### config.mk
export PLATFORM = sky130hd
export DESIGN_NAME = syst_skew
export DESIGN_NICKNAME = d
export VERILOG_FILES = /design/src/rtl/syst_skew.sv
export SDC_FILE = /design/constraint.sdc
export NUM_CORES = 1
export LEC_CHECK = 0
export CAP_MARGIN = 5
export CORE_UTILIZATION = 47
export DETAILED_ROUTE_END_ITERATION = 8
export HOLD_SLACK_MARGIN = 0.08
export MAX_ROUTING_LAYER = met4
export PLACE_DENSITY = 0.78
export SYNTH_ARGS = -nofsm -noshare
export SYNTH_HDL_FRONTEND = slang
export SYNTH_SLANG_ARGS = --single-unit
### constraint.sdc
create_clock -name clk_i -period 1.5 [get_ports clk_i]
set_input_delay 0.3 -clock clk_i [delete_from_list [all_inputs] [get_ports clk_i]]
set_output_delay 0.3 -clock clk_i [all_outputs]
set_load 0.01 [all_outputs]
### src/rtl/syst_skew.sv
// syst_skew: takes packed words from syst_fifo and skews them so that lane k
// reaches systolic-array row k exactly k+1 cycles after the word is accepted.
// Cycles without a transfer push zero data with valid 0 into every lane
// (array bubbles). After the last word of a block the input stalls for LANES
// cycles while the skew drains, and done_o pulses when the block's final
// byte leaves the last lane.
// Optional feature: define SYST_SKEW_WORD_CNT_EN to add word_cnt_o, a
// saturating count of words accepted in the current block.
// LANES must be at least 2.
module syst_skew #(
    parameter int unsigned LANES  = 4,
    parameter int unsigned LANE_W = 8
) (
    input  logic                    clk_i,
    input  logic                    rst_i,
    input  logic [LANES*LANE_W-1:0] data_i,
    input  logic                    valid_i,
    input  logic                    last_i,
    output logic                    ready_o,
    output logic [LANES*LANE_W-1:0] lane_data_o,
    output logic [LANES-1:0]        lane_valid_o,
    output logic                    done_o
`ifdef SYST_SKEW_WORD_CNT_EN
    ,
    output logic [15:0]             word_cnt_o
`endif
);

    localparam int unsigned DW   = LANES * LANE_W;
    localparam int unsigned CntW = $clog2(LANES) + 1;
    localparam logic [CntW-1:0] DrainLoad = CntW'(LANES - 1);

    typedef enum logic [1:0] {
        StIdle,
        StStream,
        StDrain
    } state_e;

    state_e          state_q, state_d;
    logic [CntW-1:0] drain_cnt_q, drain_cnt_d;
    logic            xfer;
    logic [DW-1:0]   in_data;

    assign xfer    = valid_i & ready_o;
    // Non-transfer cycles inject zeros so bubbles reach the array as clean zeros.
    assign in_data = xfer ? data_i : '0;

    // Next-state, drain counter and handshake outputs.
    always_comb begin
        state_d     = state_q;
        drain_cnt_d = drain_cnt_q;
        ready_o     = rst_i & (state_q != StDrain);
        done_o      = (state_q == StDrain) && (drain_cnt_q == '0);
        unique case (state_q)
            StIdle: begin
                if (xfer) begin
                    if (last_i) begin
                        state_d     = StDrain;
                        drain_cnt_d = DrainLoad;
                    end else begin
                        state_d = StStream;
                    end
                end
            end
            StStream: begin
                if (xfer && last_i) begin
                    state_d     = StDrain;
                    drain_cnt_d = DrainLoad;
                end
            end
            StDrain: begin
                if (drain_cnt_q == '0) begin
                    state_d = StIdle;
                end else begin
                    drain_cnt_d = drain_cnt_q - 1'b1;
                end
            end
            default: begin
                state_d     = StIdle;
                drain_cnt_d = '0;
            end
        endcase
    end

    // FSM state and drain counter registers.
    always_ff @(posedge clk_i) begin
        if (!rst_i) begin
            state_q     <= StIdle;
            drain_cnt_q <= '0;
        end else begin
            state_q     <= state_d;
            drain_cnt_q <= drain_cnt_d;
        end
    end

    // Lane k owns a k+1 deep delay chain; chains advance every cycle.
    for (genvar k = 0; k < LANES; k++) begin : g_lane
        logic [LANE_W-1:0] data_q  [k+1];
        logic              valid_q [k+1];

        // Shift the lane's delay chain; reset flushes any in-flight bytes.
        always_ff @(posedge clk_i) begin
            if (!rst_i) begin
                for (int j = 0; j <= k; j++) begin
                    data_q[j]  <= '0;
                    valid_q[j] <= 1'b0;
                end
            end else begin
                data_q[0]  <= in_data[k*LANE_W +: LANE_W];
                valid_q[0] <= xfer;
                for (int j = 1; j <= k; j++) begin
                    data_q[j]  <= data_q[j-1];
                    valid_q[j] <= valid_q[j-1];
                end
            end
        end

        assign lane_data_o[k*LANE_W +: LANE_W] = data_q[k];
        assign lane_valid_o[k]                 = valid_q[k];
    end

`ifdef SYST_SKEW_WORD_CNT_EN
    logic [15:0] word_cnt_q;

    // Count accepted words; hold through the done cycle, then clear.
    always_ff @(posedge clk_i) begin
        if (!rst_i) begin
            word_cnt_q <= '0;
        end else if (done_o) begin
            word_cnt_q <= '0;
        end else if (xfer && (word_cnt_q != 16'hFFFF)) begin
            word_cnt_q <= word_cnt_q + 16'd1;
        end
    end

    assign word_cnt_o = word_cnt_q;
`else
    // Word counter not built.
`endif

endmodule

### Word-level counts from Yosys, hierarchy flattened

Memories as Yosys holds them, arrays and structs flattened.
Index checks and enable logic that the tools add are counted.

| operators by class | value |
|---|---|
| $add $sub $neg | 1 |
| eq/ne operators | 8 |
| mux-type cells | 35 |
| bitwise logic cells | 20 |
| reductions and logical operators | 8 |

Operator list:

| cell | number |
|---|---|
| $mux 8 | 10 |
| $mux 32 | 1 |
| $or 1x1->1 | 18 |
| $mux 1 | 14 |
| $mux 3 | 4 |
| $ne 2x2->1 const B | 5 |
| $pmux 3 s3 | 1 |
| $mux 2 | 4 |
| $reduce_or 8->1 | 1 |
| $pmux 2 s3 | 1 |
| $reduce_and 4->1 | 1 |
| $logic_not 3->1 | 1 |
| $reduce_and 3->1 | 1 |
| $sub 3x1->3 const B | 1 |
| $and 1x1->1 | 2 |
| $eq 2x1->1 const B | 1 |
| $eq 2x2->1 const B | 1 |
| $logic_and 1x1->1 | 2 |
| $logic_not 2->1 | 1 |
| $ne 2x1->1 const B | 1 |
| $reduce_or 1->1 | 1 |

| storage, ports and cells | value |
|---|---|
| register bits after elaboration | 5 |
| memory bits (writable) | 90 |
| input port bits | 36 |
| output and inout bits | 38 |
| word-level logic and storage cells | 82 |
| memories kept | 8 |

Memory list:

| memory | depth | bits a word | read ports | clocked after memory_dff | write ports | RTL line | text |
|---|---|---|---|---|---|---|---|
| g_lane[3].data_q | 4 | 8 | 4 | 0 | 4 | 98 | `logic [LANE_W-1:0] data_q [k+1];` |
| g_lane[2].data_q | 3 | 8 | 3 | 0 | 3 | 98 |  |
| g_lane[1].data_q | 2 | 8 | 2 | 0 | 2 | 98 |  |
| g_lane[0].data_q | 1 | 8 | 1 | 0 | 1 | 98 |  |
| g_lane[3].valid_q | 4 | 1 | 4 | 0 | 4 | 99 | `logic valid_q [k+1];` |
| g_lane[2].valid_q | 3 | 1 | 3 | 0 | 3 | 99 |  |
| +2 memories | -- | -- | -- | -- | -- | -- |  |

### Longest topological paths before layout

Gate-level depths: netlist of run 1.

| logic depth | value |
|---|---|
| depth after elaboration | 6 |
| depth in mapped cells | 5 |
| depth with buffers taken out | 5 |

### Worst setup path after synthesis of run 1

Ideal clock, no wire load.

| timing path | value |
|---|---|
| path kind | flip-flop to flip-flop |
| start point | register drain_cnt_q[0] |
| end point | register drain_cnt_q[2] |
| library setup time | 0.058 ns |
| data arrival time | 1.245 ns |
| data required time | 1.442 ns |
| path slack | 0.197 ns |
| cell stages (with the launch flop) | 6 |
| path buffers | 0 |
| clock period less this slack | 1.303 ns |
| cells stage by stage | dfxtp_1 inv_1 ha_1 or3b_1 a21oi_2 o221a_2 |

| on the way | value |
|---|---|
| cells in the longest elaborated chain, start to end | 3 |
| elaborated cells between the ends (all ways) | 6 |
| those cells by class | add/sub: 1; eq/ne: 1; mux: 2; reduce/logical: 2 |

Ends and longest elaborated chain:

| element | RTL line | text |
|---|---|---|
| start: declaration | 40 | `logic [CntW-1:0] drain_cnt_q, drain_cnt_d;` |
| start signal: assignment | 92 | `drain_cnt_q <= drain_cnt_d;` |
| $sub 3x1->3 / $logic_not 3->1 (equally long branches) | 75, 72 |  |
| $mux 3 / $ne 2x2->1 (equally long branches) | -- |  |
| $pmux 3 s3 / $reduce_and 4->1 (equally long branches) | -- |  |

Parallel ways exist; a longest one is shown, timed or not. The select of a mux whose other input is x is not followed.
A chain may end at the register's enable or synchronous reset.

### Final worst setup path of run 1

| timing path | value |
|---|---|
| start point | register drain_cnt_q[0] |
| end point | output done_o |

| on the way | value |
|---|---|
| cells in the longest elaborated chain, start to end | 2 |

Ends and longest elaborated chain:

| element | RTL line | text |
|---|---|---|
| $logic_not 3->1 | 53 | `done_o = (state_q == StDrain) && (drain_cnt_q == '0);` |
| $logic_and 1x1->1 | 53 |  |
| end: declaration | 22 | `output logic done_o` |

Every way passes these cells.

==> results.sh, run 1 <==
export IMPL_first_global_vias=1528
export IMPL_crit_path_top_delay_cell="dfxtp_2"
export IMPL_first_pass_iters=4
export IMPL_syn_num_nets=267
export IMPL_cts_tree="done"
export IMPL_yosysTopAreaCell="dfxtp_1"
export IMPL_hp_start="g_lane[3].data_q[0][3]"
export IMPL_grt_overflow=0
export IMPL_synthAdderAreaFrac_pct=0.916
export IMPL_skew_ns=0.00740
export IMPL_crit_buf_inv=2
export IMPL_clk_path_buf_depth=2
export IMPL_setup_tns_ns=0
export IMPL_reg2reg_slack_ns=0.03
export IMPL_start_util_pct=49.3
export IMPL_synth_seq_area_share_pct=66.0
export IMPL_required_ns=1.20
export IMPL_syn_avg_cell_area_um2=11.9
export IMPL_cts_root_buf="clkbuf_8"
export IMPL_relSlewSlack_pct=75.9
export IMPL_yosys_area_top_type_share_pct=66.0
export IMPL_yosys_area_share_simple_pct=21.9
export IMPL_synth_area_mux_share_pct=0
export IMPL_grt_first_pass_wirelength_um=6640
export IMPL_antenna_found_initial=0
export IMPL_wirelength_um=4100
export IMPL_cts_max_level=3
export IMPL_post_cts_buffers=0
export IMPL_synth_xor_area_share_pct=0
export IMPL_area_growth_pct=33.3
export IMPL_port_buffers=73
export IMPL_hold_depth=1
export IMPL_worst_pin_slew_ns=0.352
export IMPL_wl_per_cell_um=10.9
export IMPL_floorplan_core_area_mm2=0.00554
export IMPL_finalPower_mw=4.17
export IMPL_grt_total_usage_pct=15.0
export IMPL_finalCriticalPeriod_ns=1.47
export IMPL_path_depth=5
export IMPL_holdPathEnd="g_lane[3].data_q[1][3]"
export IMPL_reg2reg_depth=6
export IMPL_cp_start_kind="flop"
export IMPL_dieArea_mm2=0.00612
export IMPL_ys_warn_count=0
export IMPL_rows=27
export IMPL_clk_latency_ns=0.34
export IMPL_hold_viol=0
export IMPL_hold_path_class="flop to flop"
export IMPL_synth_most_common_cell="dfxtp_1"
export IMPL_async_flop_share_pct=0
export IMPL_setup_viol=0
export IMPL_ios=74
export IMPL_via_per_inst=4.25
export IMPL_slowest_delay_ns=0.33
export IMPL_rr_startpoint="drain_cnt_q[0]"
export IMPL_via_count=1592
export IMPL_route_detailed_drc=0
export IMPL_r2r_end="drain_cnt_q[2]"
export IMPL_ant_nets=0
export IMPL_chipWidth_um=78.2
export IMPL_rsz0062_at_grt="true"
export IMPL_drtIter0Drc=52
export IMPL_period_share_pct=98.1
export IMPL_place_hpwl_um=2800
export IMPL_synth_common_cells="90 x dfxtp_1, 83 x and2_1, 19 x buf_4, 5 x clkbuf_1"
export IMPL_crit_path_cell_trace="inv_2, ha_4, nand2b_4, nor2_2, buf_2"
export IMPL_max_vdd_ir_drop_mv=0.801
export IMPL_place_congestion=0.819
export IMPL_end_kind="primary output"
export IMPL_synthDistinctLibCells=23
export IMPL_synth_edf_count=0
export IMPL_synth_compound_gate_area_share_pct=3.11
export IMPL_yosys_most_used_dff="dfxtp_1"
export IMPL_fmax_ghz=0.679
export IMPL_synth_top_family_by_area="simple AND/OR/NAND/NOR gates"
export IMPL_cp_max_fo=2
export IMPL_power_density_mw_per_mm2=1140
export IMPL_maxCapViolations=0
export IMPL_syn_area_mm2=0.00273
export IMPL_syn_inst=229
export IMPL_cts_made_buffers=9
export IMPL_outcome="finished, final reports clean"
export IMPL_ys_top_cells_by_area="dfxtp_1 66%, and2_1 19%, buf_4 5.2%, buf_6 1.6%, ha_1 0.92%"
export IMPL_critical_path_class="flop to primary output"
export IMPL_crit_arrival_ns=1.17
export IMPL_fp_dieH_um=78.2
export IMPL_antenna_cells=0
export IMPL_crit_family="flip-flops"
export IMPL_slew_viol_final=0
export IMPL_p_leak_nw=1.84
export IMPL_grt_max_degree=33
export IMPL_layout_nets=336
export IMPL_clk_pin_slew_ns=0.08
export IMPL_layout_drive_gt1_share_pct=13.2
export IMPL_clkSinkCount=90
export IMPL_ys_seq_elements=90
-- worst reg2reg max path, cell delays in order (launching register included) --
cell	delay, ns
dfxtp_2	0.33
inv_2	0.07
ha_4	0.15
buf_4	0.12
or3b_1	0.38
a21oi_2	0.18
o221a_2	0.19
-- power breakdown --
part / switching [mW] / internal, mW / leakage (nW)
Combinational: 0.118 / 0.202 / 1.03
Sequential: 0.0181 / 2.46 / 0.735
Clock: 0.771 / 0.597 / 0.0831
Total: 0.907 / 3.26 / 1.84
-- state kept, by name, indices dropped and copies added, names as in the netlist --
name            count
g_lane.data_q      80
state_q             2
drain_cnt_q         3
g_lane.valid_q      5
-- cell type report --
type | instances | area [µm²]
Fill cell | 474 | 1900
Inverter | 4 | 15.0
Sequential cell | 90 | 1800
Multi-Input combinational cell | 107 | 731
Timing Repair Buffer | 86 | 838
Clock inverter | 5 | 31.3
Clock buffer | 11 | 131
Tap cell | 72 | 90.1
-- worst max-delay path by stage --
stage                        start              to  slack (ns)
finish              drain_cnt_q[0]          done_o        0.03
detailed placement           rst_i         ready_o       -0.33
global placement             rst_i         ready_o       -0.34
global route        drain_cnt_q[0]          done_o       -0.04
floorplan           drain_cnt_q[0]  drain_cnt_q[2]        0.20
CTS                 drain_cnt_q[0]          done_o       -0.05
-- kinds of logic after synthesis --
| kind of cell | Yosys count |
|---|---|
| AOI/OAI and AO/OA | 11 |
| adders and majority gates | 2 |
| buffers and inverters | 32 |
| DFF | 90 |
| and+or+nand+nor | 94 |
-- cell usage in the layout, fill, tap and decap left out, types with 3 or more instances in the layout --
cell,instances
dfxtp_1,88
and2_1,83
clkdlybuf4s50_1,35
dlygate4sd2_1,22
dlymetal6s2s_1,14
buf_4,12
clkbuf_8,9
nor2_1,3
clkinv_2,3
-- metrics by stage --
step           hold slack, ns  instances  utilization (%)  area (µm²)  worst slack (ns)
3_3_place_gp            0.414        359             62.4        3460            -0.340
5_1_grt                 0.444        375             65.7        3640           -0.0421
3_5_place_dp            0.417        359             62.4        3460            -0.330
2_1_floorplan           0.412        229                -        2730             0.197
4_1_cts                 0.438        375             64.7        3590           -0.0477
6_report                0.435        375             65.7        3640            0.0280
-- repair_timing --
action | in CTS | in global routing
resized for setup | 33 | 19
pin swaps | 0 | 2
hold endpoints to repair | 0 | 0
endpoints found under the setup margin | 24 | 17
hold buffers | 0 | 0
-- metal layers --
| metal | up-vias | share of wire (%) | routed length, µm | global-route usage [%] |
|---|---|---|---|---|
| li1 | 829 | - | - | - |
| met1 | 709 | 40 | 1640 | 15.3 |
| met2 | 48 | 52 | 2120 | 25.3 |
| met3 | 6 | 6.7 | 273 | 4.19 |
| met4 | 0 | 1.7 | 71 | 10.0 |
| met5 | - | 0 | 0 | - |
(Power assumes the default switching activity.)
==> run 2: changes to the inputs <==
Settings changed: SLEW_MARGIN set to 20.
==> results of run 2 <==
No change in the layout: final DEF, timing and power equal those of run 1.
